File: src/rtl/parser_pkg.sv
// Shared definitions for the payload buffer write path.
// The MEM_DEPTH/MAX_BEATS defaults are also used by the memory controller
// and the reader, so the slot geometry matches on both sides of the buffer.
package parser_pkg;

    localparam int BUS_WIDTH_DEF = 32;
    localparam int MAX_BEATS_DEF = 16;
    localparam int MEM_DEPTH_DEF = 100;
    localparam int SLOT_W_DEF    = $clog2(MEM_DEPTH_DEF);
    localparam int LEN_W_DEF     = $clog2(MAX_BEATS_DEF + 1);

    typedef enum logic [1:0] {
        IDLE   = 2'd0,
        WRITE  = 2'd1,
        COMMIT = 2'd2
    } wr_state_t;

    typedef struct packed {
        logic [SLOT_W_DEF-1:0] slot;
        logic [LEN_W_DEF-1:0]  len;
        logic                  trunc;
    } payload_desc_t;

endpackage

File: src/rtl/payload_buffer_writer_if.sv
// Bundle of the writer's stream, memory-write, descriptor and release signals.
//   master : the payload_buffer_writer side
//   slave  : the environment (parser, memory controller, reader)
interface payload_buffer_writer_if
    import parser_pkg::*;
#(
    parameter int BUS_WIDTH = BUS_WIDTH_DEF,
    parameter int MAX_BEATS = MAX_BEATS_DEF,
    parameter int MEM_DEPTH = MEM_DEPTH_DEF
);
    localparam int SLOT_W = $clog2(MEM_DEPTH);
    localparam int LEN_W  = $clog2(MAX_BEATS + 1);
    localparam int STRB_W = BUS_WIDTH / 8;

    // input beat stream
    logic                 in_valid;
    logic                 in_ready;
    logic [BUS_WIDTH-1:0] in_data;
    logic                 in_sop;
    logic                 in_eop;
    // memory write port
    logic                 w_en;
    logic [STRB_W-1:0]    w_strb;
    logic [31:0]          w_addr_out;
    logic [BUS_WIDTH-1:0] data_out;
    // descriptor stream
    logic                 desc_valid;
    logic                 desc_ready;
    logic [SLOT_W-1:0]    desc_slot;
    logic [LEN_W-1:0]     desc_len;
    logic                 desc_trunc;
    // slot release from the reader
    logic                 rel_valid;
    logic                 err_rel_underflow;

    modport master (
        input  in_valid, in_data, in_sop, in_eop, desc_ready, rel_valid,
        output in_ready, w_en, w_strb, w_addr_out, data_out,
               desc_valid, desc_slot, desc_len, desc_trunc, err_rel_underflow
    );

    modport slave (
        output in_valid, in_data, in_sop, in_eop, desc_ready, rel_valid,
        input  in_ready, w_en, w_strb, w_addr_out, data_out,
               desc_valid, desc_slot, desc_len, desc_trunc, err_rel_underflow
    );

endinterface

File: src/rtl/payload_buffer_writer_slot_ring.sv
// slot_ring: occupancy tracking for the circular slot buffer.
//   CLK, reset : clock, async active-low reset
//   commit     : writer hands a filled slot to the reader (head advances)
//   rel        : reader frees the oldest occupied slot (tail advances)
//   head       : slot currently being filled
//   full/empty : used == DEPTH / used == 0
//   underflow  : sticky, a release arrived with no slot occupied
module slot_ring #(
    parameter  int DEPTH = 100,
    localparam int PTR_W = $clog2(DEPTH),
    localparam int CNT_W = $clog2(DEPTH + 1)
) (
    input  logic             CLK,
    input  logic             reset,
    input  logic             commit,
    input  logic             rel,
    output logic [PTR_W-1:0] head,
    output logic             full,
    output logic             empty,
    output logic             underflow
);
    logic [PTR_W-1:0] tail;
    logic [CNT_W-1:0] used;
    logic             rel_ok;

    assign full   = (used == CNT_W'(DEPTH));
    assign empty  = (used == '0);
    assign rel_ok = rel && !empty;

    function automatic logic [PTR_W-1:0] wrap_inc(input logic [PTR_W-1:0] p);
        return (p == PTR_W'(DEPTH - 1)) ? '0 : p + PTR_W'(1);
    endfunction

    always_ff @(posedge CLK or negedge reset) begin
        if (!reset) begin
            head      <= '0;
            tail      <= '0;
            used      <= '0;
            underflow <= 1'b0;
        end else begin
            if (commit) head <= wrap_inc(head);
            if (rel_ok) tail <= wrap_inc(tail);
            // commit and release together leave the count unchanged
            case ({commit, rel_ok})
                2'b10:   used <= used + CNT_W'(1);
                2'b01:   used <= used - CNT_W'(1);
                default: used <= used;
            endcase
            if (rel && empty) underflow <= 1'b1;
        end
    end

endmodule

File: src/rtl/payload_buffer_writer.sv
// payload_buffer_writer: packs payload packets into fixed-size slots of the
// circular payload buffer and emits one descriptor per committed packet.
//   CLK, reset : clock, async active-low reset
//   bus        : master side of payload_buffer_writer_if
//                (input stream, memory write port, descriptor, release)
//
// state  | meaning
// IDLE   | waiting for an sop beat; ready only while a free slot exists
// WRITE  | storing beats into the current slot, dropping beyond MAX_BEATS
// COMMIT | descriptor presented, waiting for desc_ready
module payload_buffer_writer
    import parser_pkg::*;
#(
    parameter int BUS_WIDTH = BUS_WIDTH_DEF,
    parameter int MAX_BEATS = MAX_BEATS_DEF,
    parameter int MEM_DEPTH = MEM_DEPTH_DEF
) (
    input logic                    CLK,
    input logic                    reset,
    payload_buffer_writer_if.master bus
);
    localparam int SLOT_W = $clog2(MEM_DEPTH);
    localparam int LEN_W  = $clog2(MAX_BEATS + 1);
    localparam int STRB_W = BUS_WIDTH / 8;

    wr_state_t            state, state_nx;
    logic                 run;
    logic [LEN_W-1:0]     beat, beat_nx;
    logic                 trunc, trunc_nx;
    logic                 wr_nx;
    logic [31:0]          addr_nx;
    logic                 commit;
    logic                 in_ready;
    logic                 desc_valid;
    logic                 accept;

    logic                 w_en_q;
    logic [STRB_W-1:0]    w_strb_q;
    logic [31:0]          w_addr_q;
    logic [BUS_WIDTH-1:0] data_q;

    logic [SLOT_W-1:0]    head;
    logic                 full;
    logic                 empty;
    logic                 underflow;
    logic                 unused_ring;

    slot_ring #(.DEPTH(MEM_DEPTH)) u_ring (
        .CLK       (CLK),
        .reset     (reset),
        .commit    (commit),
        .rel       (bus.rel_valid),
        .head      (head),
        .full      (full),
        .empty     (empty),
        .underflow (underflow)
    );

    assign unused_ring = empty;
    assign accept      = bus.in_valid && in_ready;
    // beat is 0 while IDLE, so the sop beat lands at the slot base
    assign addr_nx     = 32'(head) * 32'(MAX_BEATS) + 32'(beat);

    always_comb begin
        state_nx   = state;
        beat_nx    = beat;
        trunc_nx   = trunc;
        wr_nx      = 1'b0;
        commit     = 1'b0;
        in_ready   = 1'b0;
        desc_valid = 1'b0;
        case (state)
            IDLE: begin
                // run holds ready low until the first edge after reset release
                in_ready = run && !full;
                if (accept && bus.in_sop) begin
                    wr_nx    = 1'b1;
                    beat_nx  = LEN_W'(1);
                    trunc_nx = 1'b0;
                    state_nx = bus.in_eop ? COMMIT : WRITE;
                end
            end
            WRITE: begin
                in_ready = 1'b1;
                if (accept) begin
                    if (beat < LEN_W'(MAX_BEATS)) begin
                        wr_nx   = 1'b1;
                        beat_nx = beat + LEN_W'(1);
                    end else begin
                        trunc_nx = 1'b1;
                    end
                    if (bus.in_eop) state_nx = COMMIT;
                end
            end
            COMMIT: begin
                desc_valid = 1'b1;
                if (bus.desc_ready) begin
                    commit   = 1'b1;
                    beat_nx  = '0;
                    trunc_nx = 1'b0;
                    state_nx = IDLE;
                end
            end
            default: state_nx = IDLE;
        endcase
    end

    always_ff @(posedge CLK or negedge reset) begin
        if (!reset) begin
            state    <= IDLE;
            run      <= 1'b0;
            beat     <= '0;
            trunc    <= 1'b0;
            w_en_q   <= 1'b0;
            w_strb_q <= '0;
            w_addr_q <= '0;
            data_q   <= '0;
        end else begin
            state    <= state_nx;
            run      <= 1'b1;
            beat     <= beat_nx;
            trunc    <= trunc_nx;
            w_en_q   <= wr_nx;
            w_strb_q <= {STRB_W{wr_nx}};
            if (wr_nx) begin
                w_addr_q <= addr_nx;
                data_q   <= bus.in_data;
            end
        end
    end

    assign bus.in_ready          = in_ready;
    assign bus.w_en              = w_en_q;
    assign bus.w_strb            = w_strb_q;
    assign bus.w_addr_out        = w_addr_q;
    assign bus.data_out          = data_q;
    // head and beat do not move while in COMMIT, so the fields hold stable
    assign bus.desc_valid        = desc_valid;
    assign bus.desc_slot         = desc_valid ? head : '0;
    assign bus.desc_len          = desc_valid ? beat : '0;
    assign bus.desc_trunc        = desc_valid && trunc;
    assign bus.err_rel_underflow = underflow;

endmodule

File: src/flat_wrapper.sv
// flat-port wrapper written by rule: the top's interface ports become plain ports
module payload_buffer_writer_flat import parser_pkg::*;
#(
    parameter int BUS_WIDTH = BUS_WIDTH_DEF,
    parameter int MAX_BEATS = MAX_BEATS_DEF,
    parameter int MEM_DEPTH = MEM_DEPTH_DEF
)
  (CLK, reset, bus_in_valid, bus_in_data, bus_in_sop, bus_in_eop, bus_desc_ready, bus_rel_valid, bus_in_ready, bus_w_en, bus_w_strb, bus_w_addr_out, bus_data_out, bus_desc_valid, bus_desc_slot, bus_desc_len, bus_desc_trunc, bus_err_rel_underflow);
  payload_buffer_writer_if #(.BUS_WIDTH(BUS_WIDTH), .MAX_BEATS(MAX_BEATS), .MEM_DEPTH(MEM_DEPTH)) bus_i ();
  input logic CLK;
  input logic reset;
  input wire logic [$bits(bus_i.in_valid)-1:0] bus_in_valid;
  input wire logic [$bits(bus_i.in_data)-1:0] bus_in_data;
  input wire logic [$bits(bus_i.in_sop)-1:0] bus_in_sop;
  input wire logic [$bits(bus_i.in_eop)-1:0] bus_in_eop;
  input wire logic [$bits(bus_i.desc_ready)-1:0] bus_desc_ready;
  input wire logic [$bits(bus_i.rel_valid)-1:0] bus_rel_valid;
  output wire logic [$bits(bus_i.in_ready)-1:0] bus_in_ready;
  output wire logic [$bits(bus_i.w_en)-1:0] bus_w_en;
  output wire logic [$bits(bus_i.w_strb)-1:0] bus_w_strb;
  output wire logic [$bits(bus_i.w_addr_out)-1:0] bus_w_addr_out;
  output wire logic [$bits(bus_i.data_out)-1:0] bus_data_out;
  output wire logic [$bits(bus_i.desc_valid)-1:0] bus_desc_valid;
  output wire logic [$bits(bus_i.desc_slot)-1:0] bus_desc_slot;
  output wire logic [$bits(bus_i.desc_len)-1:0] bus_desc_len;
  output wire logic [$bits(bus_i.desc_trunc)-1:0] bus_desc_trunc;
  output wire logic [$bits(bus_i.err_rel_underflow)-1:0] bus_err_rel_underflow;
  assign bus_i.in_valid = bus_in_valid;
  assign bus_i.in_data = bus_in_data;
  assign bus_i.in_sop = bus_in_sop;
  assign bus_i.in_eop = bus_in_eop;
  assign bus_i.desc_ready = bus_desc_ready;
  assign bus_i.rel_valid = bus_rel_valid;
  assign bus_in_ready = bus_i.in_ready;
  assign bus_w_en = bus_i.w_en;
  assign bus_w_strb = bus_i.w_strb;
  assign bus_w_addr_out = bus_i.w_addr_out;
  assign bus_data_out = bus_i.data_out;
  assign bus_desc_valid = bus_i.desc_valid;
  assign bus_desc_slot = bus_i.desc_slot;
  assign bus_desc_len = bus_i.desc_len;
  assign bus_desc_trunc = bus_i.desc_trunc;
  assign bus_err_rel_underflow = bus_i.err_rel_underflow;
  payload_buffer_writer #(.BUS_WIDTH(BUS_WIDTH), .MAX_BEATS(MAX_BEATS), .MEM_DEPTH(MEM_DEPTH)) u_core (.CLK(CLK), .reset(reset), .bus(bus_i));
endmodule
File: config.mk
export PLATFORM = sky130hd
export DESIGN_NAME = payload_buffer_writer_flat
export DESIGN_NICKNAME = d
export VERILOG_FILES = /design/src/rtl/parser_pkg.sv /design/src/rtl/payload_buffer_writer_if.sv /design/src/rtl/payload_buffer_writer_slot_ring.sv /design/src/rtl/payload_buffer_writer.sv /design/src/flat_wrapper.sv
export SDC_FILE = /design/constraint.sdc
export NUM_CORES = 1
export LEC_CHECK = 0
export BUFFER_PORTS_ARGS = -buffer_cell sky130_fd_sc_hd__buf_2
export CELL_PAD_IN_SITES_DETAIL_PLACEMENT = 0
export CELL_PAD_IN_SITES_GLOBAL_PLACEMENT = 1
export CORE_MARGIN = 2
export CORE_UTILIZATION = 41
export CTS_CLUSTER_DIAMETER = 40
export CTS_CLUSTER_SIZE = 10
export DETAILED_ROUTE_END_ITERATION = 7
export PLACE_DENSITY_LB_ADDON = 0.15
export SYNTH_ARGS = -nofsm -noshare
export SYNTH_HDL_FRONTEND = slang
export SYNTH_SLANG_ARGS = --single-unit
File: constraint.sdc
create_clock -name CLK -period 7.62 [get_ports CLK]
set_input_delay 0.762 -clock CLK [delete_from_list [all_inputs] [get_ports CLK]]
set_output_delay 0.762 -clock CLK [all_outputs]
set_load 0.03 [all_outputs]
Yosys cells after proc, flatten, opt, wreduce, memory -nomap -nowiden. Index checks and enable logic that the tools add are counted.

Muxes and demuxes: 28. Reduce and logical (&&, ||, !) cells: 15. Order comparisons: 1. Multipliers: 0. Add/sub/neg operators: 5. Bitwise logic cells: 0. Shifts and indexed selects: 0. Divide/modulo/power cells: 0. Equality and inequality tests: 12.

Operator list (count): two-way mux 5 bit (5); case mux 5 bit (3 select lines) (1); adder 7 x 1 -> 7 bit (second input constant) (2); == test 7 bit (second input constant) (2); two-way mux 7 bit (2); case mux 7 bit (2 select lines) (1); adder 11 x 5 -> 12 bit (1); two-way mux 1 bit (10); two-way mux 2 bit (5); AND reduction 5 bit (2); zero test 7 bit (1); subtractor 7 x 1 -> 7 bit (second input constant) (1); logical AND 1 bit (6); inequality test 2 x 1 -> 1 bit (second input constant) (3); inequality test 2 bit (second input constant) (3); case mux 2 bit (3 select lines) (1); adder 5 x 1 -> 5 bit (second input constant) (1); less-than comparator 5 bit (second input constant) (1); == test 2 x 1 -> 1 bit (second input constant) (2); == test 2 bit (second input constant) (2); case mux 1 bit (2 select lines) (2); AND reduction 4 bit (1); case mux 1 bit (3 select lines) (1); nonzero test 3 bit (1); other kinds (3) (4).

Output and inout bits: 85. Memory bits (read-only): 0. RAM bits: 0. Memories: 0. Latch bits: 0. Register bits after elaboration: 70.

Depth between registers and ports, before layout. Gate-level depths: netlist of run 1.

Depth after elaboration: 8. Mapped depth: 13. Mapped depth without buffers: 11.

Cells and area by module. From an unflattened synthesis of run 1, not the netlist that was laid out.

Cells, all modules: 312. Area total of the unflattened synthesis: 3633.5 um2.

By module, submodules not included: payload_buffer_writer (times used 1, area each 2693.8 um2, cells each 212, seq. area each 1351.3 um2); slot_ring (times used 1, area each 939.7 um2, cells each 100, seq. area each 375.4 um2).

Worst setup path before layout of run 1. OpenSTA, ideal clock, no wires.

Path type: register to register. Start point: register u_core.u_ring.used[2]. End point: register u_core.u_ring.used[6]. Cell stages (with the launch flop): 14. Path slack: 4.547 ns. Path buffers: 2. Data required time: 7.541 ns. Data arrival time: 2.994 ns. Library setup time: 0.079 ns. Path through: dfrtp_1 buf_2 or4_1 nor4_1 nor2b_1 ha_1 buf_2 xor2_1 ha_1 nand4b_1 nand2_1 or4b_1 a21oi_1 xor2_1.

Longest elaborated chain between the ends: 5. Elaborated cells between the ends (all ways): 9. Classes of those cells: add/sub (2); eq/ne (2); mux (1); reduce/logical (4).

RTL lines: start, declared (RTL line payload_buffer_writer_slot_ring.sv:23) `logic [CNT_W-1:0] used;`; start signal, assigned (RTL line payload_buffer_writer_slot_ring.sv:45) `2'b10: used <= used + CNT_W'(1);`; start signal, assigned (RTL line payload_buffer_writer_slot_ring.sv:46) `2'b01: used <= used - CNT_W'(1);`; start signal, assigned (RTL line payload_buffer_writer_slot_ring.sv:47) `default: used <= used;`; branches (longest 5 deep; another with subtractor 7 x 1 -> 7 bit).

Several ways; the timed one is not identified. A chain may end at the register's enable or synchronous reset.

Final worst setup path of run 1.
Start point: register u_core.u_ring.used[4]. End point: register u_core.u_ring.used[6].

The elaborated chain is that of the path after synthesis.

==> results.sh, run 1 <==
export IMPL_root_buffer="clkbuf_8"
export IMPL_outcome="finished, final reports clean"
export IMPL_yosysWarnings=0
export IMPL_ys_seq_area_share_pct=48.1
export IMPL_p_leak_uw=0.00214
export IMPL_maxSlewHeadroom_pct=40.3
export IMPL_clk_pin_slew_ns=0.08
export IMPL_syn_inst=320
export IMPL_synth_edff_count=0
export IMPL_htreeDepth=3
export IMPL_synth_area_um2=3590
export IMPL_grt_overflow=0
export IMPL_syn_to_final_growth_pct=18.9
export IMPL_synth_area_leaders="dfrtp_1, mux2_2, buf_4, ha_1, xor2_1"
export IMPL_hold_violations=0
export IMPL_cap_violations=0
export IMPL_hold_slack_ns=0.466
export IMPL_grt_pass1_wl_um=12300
export IMPL_cts_resized=0
export IMPL_cts_sinks=69
export IMPL_fin_ws_ns=4.29
export IMPL_dr_pass1_iters=4
export IMPL_timing_setup_tns_ns=0
export IMPL_drc=0
export IMPL_power_density_nw_per_um2=431
export IMPL_period_needed_ns=3.33
export IMPL_cts_hold_fix_buffers=0
export IMPL_start_util_pct=41.8
export IMPL_placed_area_um2=4040
export IMPL_place_ws_ns=4.29
export IMPL_multi_input_comb_area_um2=1600
export IMPL_cp_start_kind="flip-flop"
export IMPL_core_area_um2=8590
export IMPL_fin_worst_skew_ns=0.0143
export IMPL_groute_usage_overall_pct=16.1
export IMPL_core_rowCount=34
export IMPL_n_fill_cell=838
export IMPL_vdd_drop_max_mv=0.160
export IMPL_drt_iter0_drc=109
export IMPL_setup_violations_final=0
export IMPL_grt_max_degree=70
export IMPL_die_area_um2=9520
export IMPL_rsz0062_at_grt="no"
export IMPL_die_w_um=97.6
export IMPL_die_height_um=97.6
export IMPL_dp_hpwl_um=5070
export IMPL_ant_nets=0
export IMPL_synthArstFlopShare_pct=100
export IMPL_path_max_fanout=9
export IMPL_synth_top_area_share_pct=48.1
export IMPL_wl_per_cell_um=13.8
export IMPL_clock_fmax_mhz=300
export IMPL_drive_gt1_share_pct=39.9
export IMPL_grt_antenna_before_repair=0
export IMPL_clock_latency_ns=0.35
export IMPL_postLayoutCellArea_um2=4270
export IMPL_synth_seq_cells=69
export IMPL_hold_path_class="flip-flop to flip-flop"
export IMPL_postCtsSetupBuffers=0
export IMPL_min_period_over_period_pct=43.7
export IMPL_port_buffers=103
export IMPL_place_congestion=0.786
export IMPL_drt_total_wl_um=7290
export IMPL_power_uw=1840
export IMPL_slew_viol_final=0
export IMPL_critPathArrivalTime_ns=3.61
export IMPL_ioPinCount=124
export IMPL_clockBufferDepth=2
export IMPL_num_vias=2580
export IMPL_yosys_area_top_type="dfrtp_1"
export IMPL_cts_tree="done"
export IMPL_syn_area_per_cell_um2=11.2
export IMPL_worstPathRequired_ns=7.90
export IMPL_nNetsFinal=464
export IMPL_end_kind="flip-flop"
export IMPL_ys_types=51
export IMPL_antenna_cells=0
export IMPL_regArea_um2=1730
export IMPL_critical_path_class="flip-flop to flip-flop"
export IMPL_synth_main_ff_cell="dfrtp_1"
export IMPL_grt_pass1_vias=2584
export IMPL_tightestPinTransition_ns=0.896
export IMPL_via_per_inst=4.90
export IMPL_numCtsBuffers=9
==> cell usage after synthesis, types with 2 or more instances <==
| cell | count |
|---|---|
| o22ai_1 | 2 |
| xor2_1 | 10 |
| clkbuf_1 | 6 |
| ha_1 | 11 |
| conb_1 | 2 |
| and2_1 | 12 |
| nand4b_1 | 2 |
| nor2_1 | 13 |
| o21a_1 | 2 |
| a21oi_1 | 10 |
| mux2_2 | 39 |
| nand3_1 | 10 |
| nor3_1 | 5 |
| nor2b_1 | 4 |
| o21ai_0 | 12 |
| xnor2_1 | 8 |
| a31oi_1 | 3 |
| buf_4 | 24 |
| buf_2 | 6 |
| nor4_1 | 3 |
| inv_1 | 11 |
| dfrtp_1 | 69 |
| nand2b_1 | 3 |
| nand2_1 | 18 |
| buf_6 | 5 |
| a21o_1 | 4 |
| o211ai_1 | 2 |
==> state kept, by name, summed over array words and instances (netlist names) <==
register	flops
u_core.bus.data_out	32
u_core.run	1
u_core.beat	5
u_core.bus.w_addr_out	12
u_core.u_ring.underflow	1
u_core.bus.w_en	1
u_core.state	2
u_core.u_ring.head	7
u_core.trunc	1
u_core.u_ring.used	7
==> through the flow <==
stage               std cells  utilization, %
floorplan                 339               -
global placement          511            47.0
detailed placement        511            47.0
CTS                       527            49.7
global route              527            49.7
finish                    527            49.7
==> critical path, cell delays in order, from the launching register on <==
cell and delay, ns:
dfrtp_1 0.47, or4_1 0.59, nor4_1 0.28, nor2b_1 0.12
ha_1 0.33, xor2_1 0.21, ha_1 0.23, nand4b_1 0.15
nand2_1 0.08, or4b_1 0.46, a21oi_1 0.19, xor2_1 0.15
==> worst paths after layout <==
check                                         from                      end  slack [ns]  cells past startpoint
max reg2reg                  u_core.u_ring.used[4]    u_core.u_ring.used[6]        4.29                     11
min in group asynchronous                    reset    u_core.u_ring.head[3]        0.61                      2
max                          u_core.u_ring.used[4]    u_core.u_ring.used[6]        4.29                     11
max in group asynchronous                    reset    u_core.u_ring.used[0]        6.41                      2
min reg2reg                u_core.u_ring.underflow  u_core.u_ring.underflow        0.47                      1
min                        u_core.u_ring.underflow  u_core.u_ring.underflow        0.47                      1
==> metal layers <==
| layer | wire length [um] | part of all wire (%) | up-vias | GRT usage, % |
|---|---|---|---|---|
| met5 | 0 | 0 | - | 0 |
| met4 | 186 | 2.6 | 0 | 7.59 |
| met3 | 341 | 4.7 | 18 | 3.53 |
| met2 | 3530 | 48 | 84 | 26.2 |
| met1 | 3230 | 44 | 1223 | 20.5 |
| li1 | - | - | 1255 | - |
==> cell families after synthesis <==
family	count (synthesis)	synth area share, %
buffers and inverters	52	9.20
multiplexers	41	12.9
other	2	0.209
AO/OA/AOI/OAI	49	9.41
XOR/XNOR	18	4.39
AND/OR/NAND/NOR	78	11.9
adder cells (fa/ha/maj)	11	3.83
flip-flops	69	48.1
==> where the power goes <==
group          switching [uW]  internal, uW
clock network             151           196
logic                     545           318
registers                 120           511
total                     816          1030
==> final cells by class <==
cell class	instances	area share (%)
Multi-Input combinational cell	218	37.6
Sequential cell	69	40.4
Clock buffer	10	3.22
Timing Repair Buffer	105	12.4
Clock inverter	6	2.20
Tap cell	108	3.17
Inverter	11	0.967
==> cell usage in the layout, fill, tap and decap left out, types with 4 or more instances in the layout <==
master / n
clkbuf_8: 10
xnor2_1: 8
and2_1: 12
a21o_1: 4
o21ai_0: 12
nand3_1: 10
dfrtp_1: 69
conb_1: 21
nor3_1: 5
inv_1: 11
nor2b_1: 4
xor2_1: 10
buf_2: 103
ha_1: 11
a21oi_1: 10
nor2_1: 13
nand2_1: 18
mux2_2: 39
Note: power is estimated with default switching activity, not from simulation.
==> inputs of run 2 (changes only) <==
- CORE_UTILIZATION: 41 -> 38
- clock period: 7.62 -> 3.3 ns (I/O delays scaled with it)
==> run 2 against run 1 <==
  * Sequential power rose by 120%
  * Global-route usage decreased by 1.1 points
  * Clock power grew 94%
  * Flip-flop and latch count is the same
  * Largest power group unchanged
  * Highest routed layer unchanged
==> results.sh, run 2 (same netlist as run 1, synthesis figures left out) <==
export IMPL_layout_commonest_cell="buf_2"
export IMPL_critical_path_class="flip-flop to flip-flop"
export IMPL_htreeDepth=3
export IMPL_hold_path_class="input pin to asynchronous set/reset pin"
export IMPL_critPathMaxStageDelay_ns=0.61
export IMPL_path_max_fanout=3
export IMPL_wl_per_cell_um=14.1
export IMPL_cap_violations=0
export IMPL_timing_setup_tns_ns=0
export IMPL_num_vias=2601
export IMPL_dr_pass1_iters=4
export IMPL_grt_pass1_vias=2483
export IMPL_switching_power_uw=1890
export IMPL_fin_worst_skew_ns=0.0111
export IMPL_drt_iter0_drc=99
export IMPL_postCtsSetupBuffers=0
export IMPL_die_w_um=101
export IMPL_grt_max_degree=29
export IMPL_cp_start_kind="flip-flop"
export IMPL_place_congestion=0.831
export IMPL_via_per_inst=4.85
export IMPL_crit_path_cell_trace="or4_1 -> nor4_2 -> nor2b_1 -> ha_1 -> xor2_1 -> ha_1 -> nand4b_1 -> nand2_1 -> or4b_1 -> a21oi_1 -> xor2_1"
export IMPL_slew_viol_final=0
export IMPL_cp_top_family="simple AND/OR/NAND/NOR gates"
export IMPL_outcome="finished, final reports clean"
export IMPL_power_switching_share_pct=45.0
export IMPL_rsz0062_at_grt="no"
export IMPL_grt_antenna_before_repair=0
export IMPL_start_util_pct=39.0
export IMPL_antenna_cells=0
export IMPL_vdd_drop_max_mv=0.433
export IMPL_clock_fmax_mhz=331
export IMPL_ant_nets=0
export IMPL_p_leak_uw=0.00216
export IMPL_cp_slowest_cell="or4_1"
export IMPL_ioPinCount=124
export IMPL_syn_to_final_growth_pct=19.8
export IMPL_placed_area_um2=4110
export IMPL_largest_reg_flops=32
export IMPL_clock_latency_ns=0.34
export IMPL_critPathArrivalTime_ns=3.28
export IMPL_groute_usage_overall_pct=15.0
export IMPL_cts_sinks=69
export IMPL_worstPathRequired_ns=3.56
export IMPL_core_rowCount=35
export IMPL_hold_slack_ns=0.00849
export IMPL_numCtsBuffers=9
export IMPL_dp_hpwl_um=5660
export IMPL_die_height_um=101
export IMPL_port_buffers=103
export IMPL_die_area_um2=10200
export IMPL_hold_violations=0
export IMPL_clockBufferDepth=2
export IMPL_nNetsFinal=471
export IMPL_drc=0
export IMPL_core_area_um2=9200
export IMPL_root_buffer="clkbuf_8"
export IMPL_end_kind="flip-flop"
export IMPL_internal_power_uw=2310
export IMPL_postLayoutCellArea_um2=4300
export IMPL_mostFrequentLayoutCells="buf_2, dfrtp_1, mux2_2"
export IMPL_min_period_over_period_pct=91.5
export IMPL_cts_tree="done"
export IMPL_grt_overflow=0
export IMPL_grt_pass1_wl_um=12000
export IMPL_clk_pin_slew_ns=0.08
export IMPL_p_seq_share_pct=33.6
export IMPL_drive_gt1_share_pct=40.9
export IMPL_clock_power_share_pct=16.0
export IMPL_critical_path_n_buffers_inverters=0
export IMPL_period_needed_ns=3.02
export IMPL_tightestPinTransition_ns=0.753
export IMPL_power_density_nw_per_um2=977
export IMPL_comb_power_share_pct=50.4
export IMPL_maxSlewHeadroom_pct=49.6
export IMPL_drt_total_wl_um=7540
export IMPL_setup_violations_final=0
[run 2: final timing paths]
kind	start	to	slack (ns)	cells past startpoint
setup / recovery	u_core.u_ring.used[4]	u_core.u_ring.used[6]	0.28	11
hold / removal	reset	u_core.u_ring.head[5]	0.008	1
setup reg to reg	u_core.u_ring.used[4]	u_core.u_ring.used[6]	0.28	11
hold reg to reg	u_core.u_ring.underflow	u_core.u_ring.underflow	0.46	1
max in group asynchronous	reset	u_core.bus.w_addr_out[3]	2.51	2
min in group CLK	bus_rel_valid	u_core.u_ring.underflow	0.20	2
[run 2: metrics by stage]
step / worst slack [ns] / instances / util, % / total power, uW
2_1_floorplan: 0.227 / 339 / - / 3020
3_3_place_gp: 0.273 / 521 / 44.7 / 3550
3_5_place_dp: 0.194 / 521 / 44.7 / 3570
4_1_cts: 0.200 / 536 / 46.7 / 4250
5_1_grt: 0.0618 / 536 / 46.8 / 4490
6_report: 0.281 / 536 / 46.8 / 4200
[run 2: area by class of cell]
class / instances / area [um2]
fillers: 903 / 4900
clock buffers: 9 / 124
multi-input cells: 218 / 1610
repair buffers: 112 / 596
flip-flops and latches: 69 / 1730
inverters: 11 / 41.3
well taps: 111 / 139
clock inverters: 6 / 63.8
[run 2: per-layer routing]
metal / track usage, % / part of all wire [%]
met4: 6.65 / 1.7
met2: 25.9 / 52
met1: 18.4 / 43
met5: 0 / 0
met3: 2.62 / 4.0
[run 2: worst reg2reg max path: stages (launching register included)]
cell      delay [ns]
dfrtp_1         0.38
or4_1           0.61
nor4_2          0.23
nor2b_1         0.11
ha_1            0.22
xor2_1          0.17
ha_1            0.21
nand4b_1        0.14
nand2_1         0.08
or4b_1          0.47
a21oi_1         0.19
xor2_1          0.15
[run 2: timing repair]
action | in CTS | in global routing
endpoints found under the setup margin | 0 | 1
resized for setup | 0 | 1
hold buffers | 0 | 0
[run 2: power groups by stage]
stage	registers (uW)	logic (uW)	clock network (uW)
final	1410	2120	674
after global routing	1460	2300	724
after CTS	1410	2150	696
after detailed placement	1430	2140	0
after global placement	1410	2140	0
after floorplan	1870	1150	0
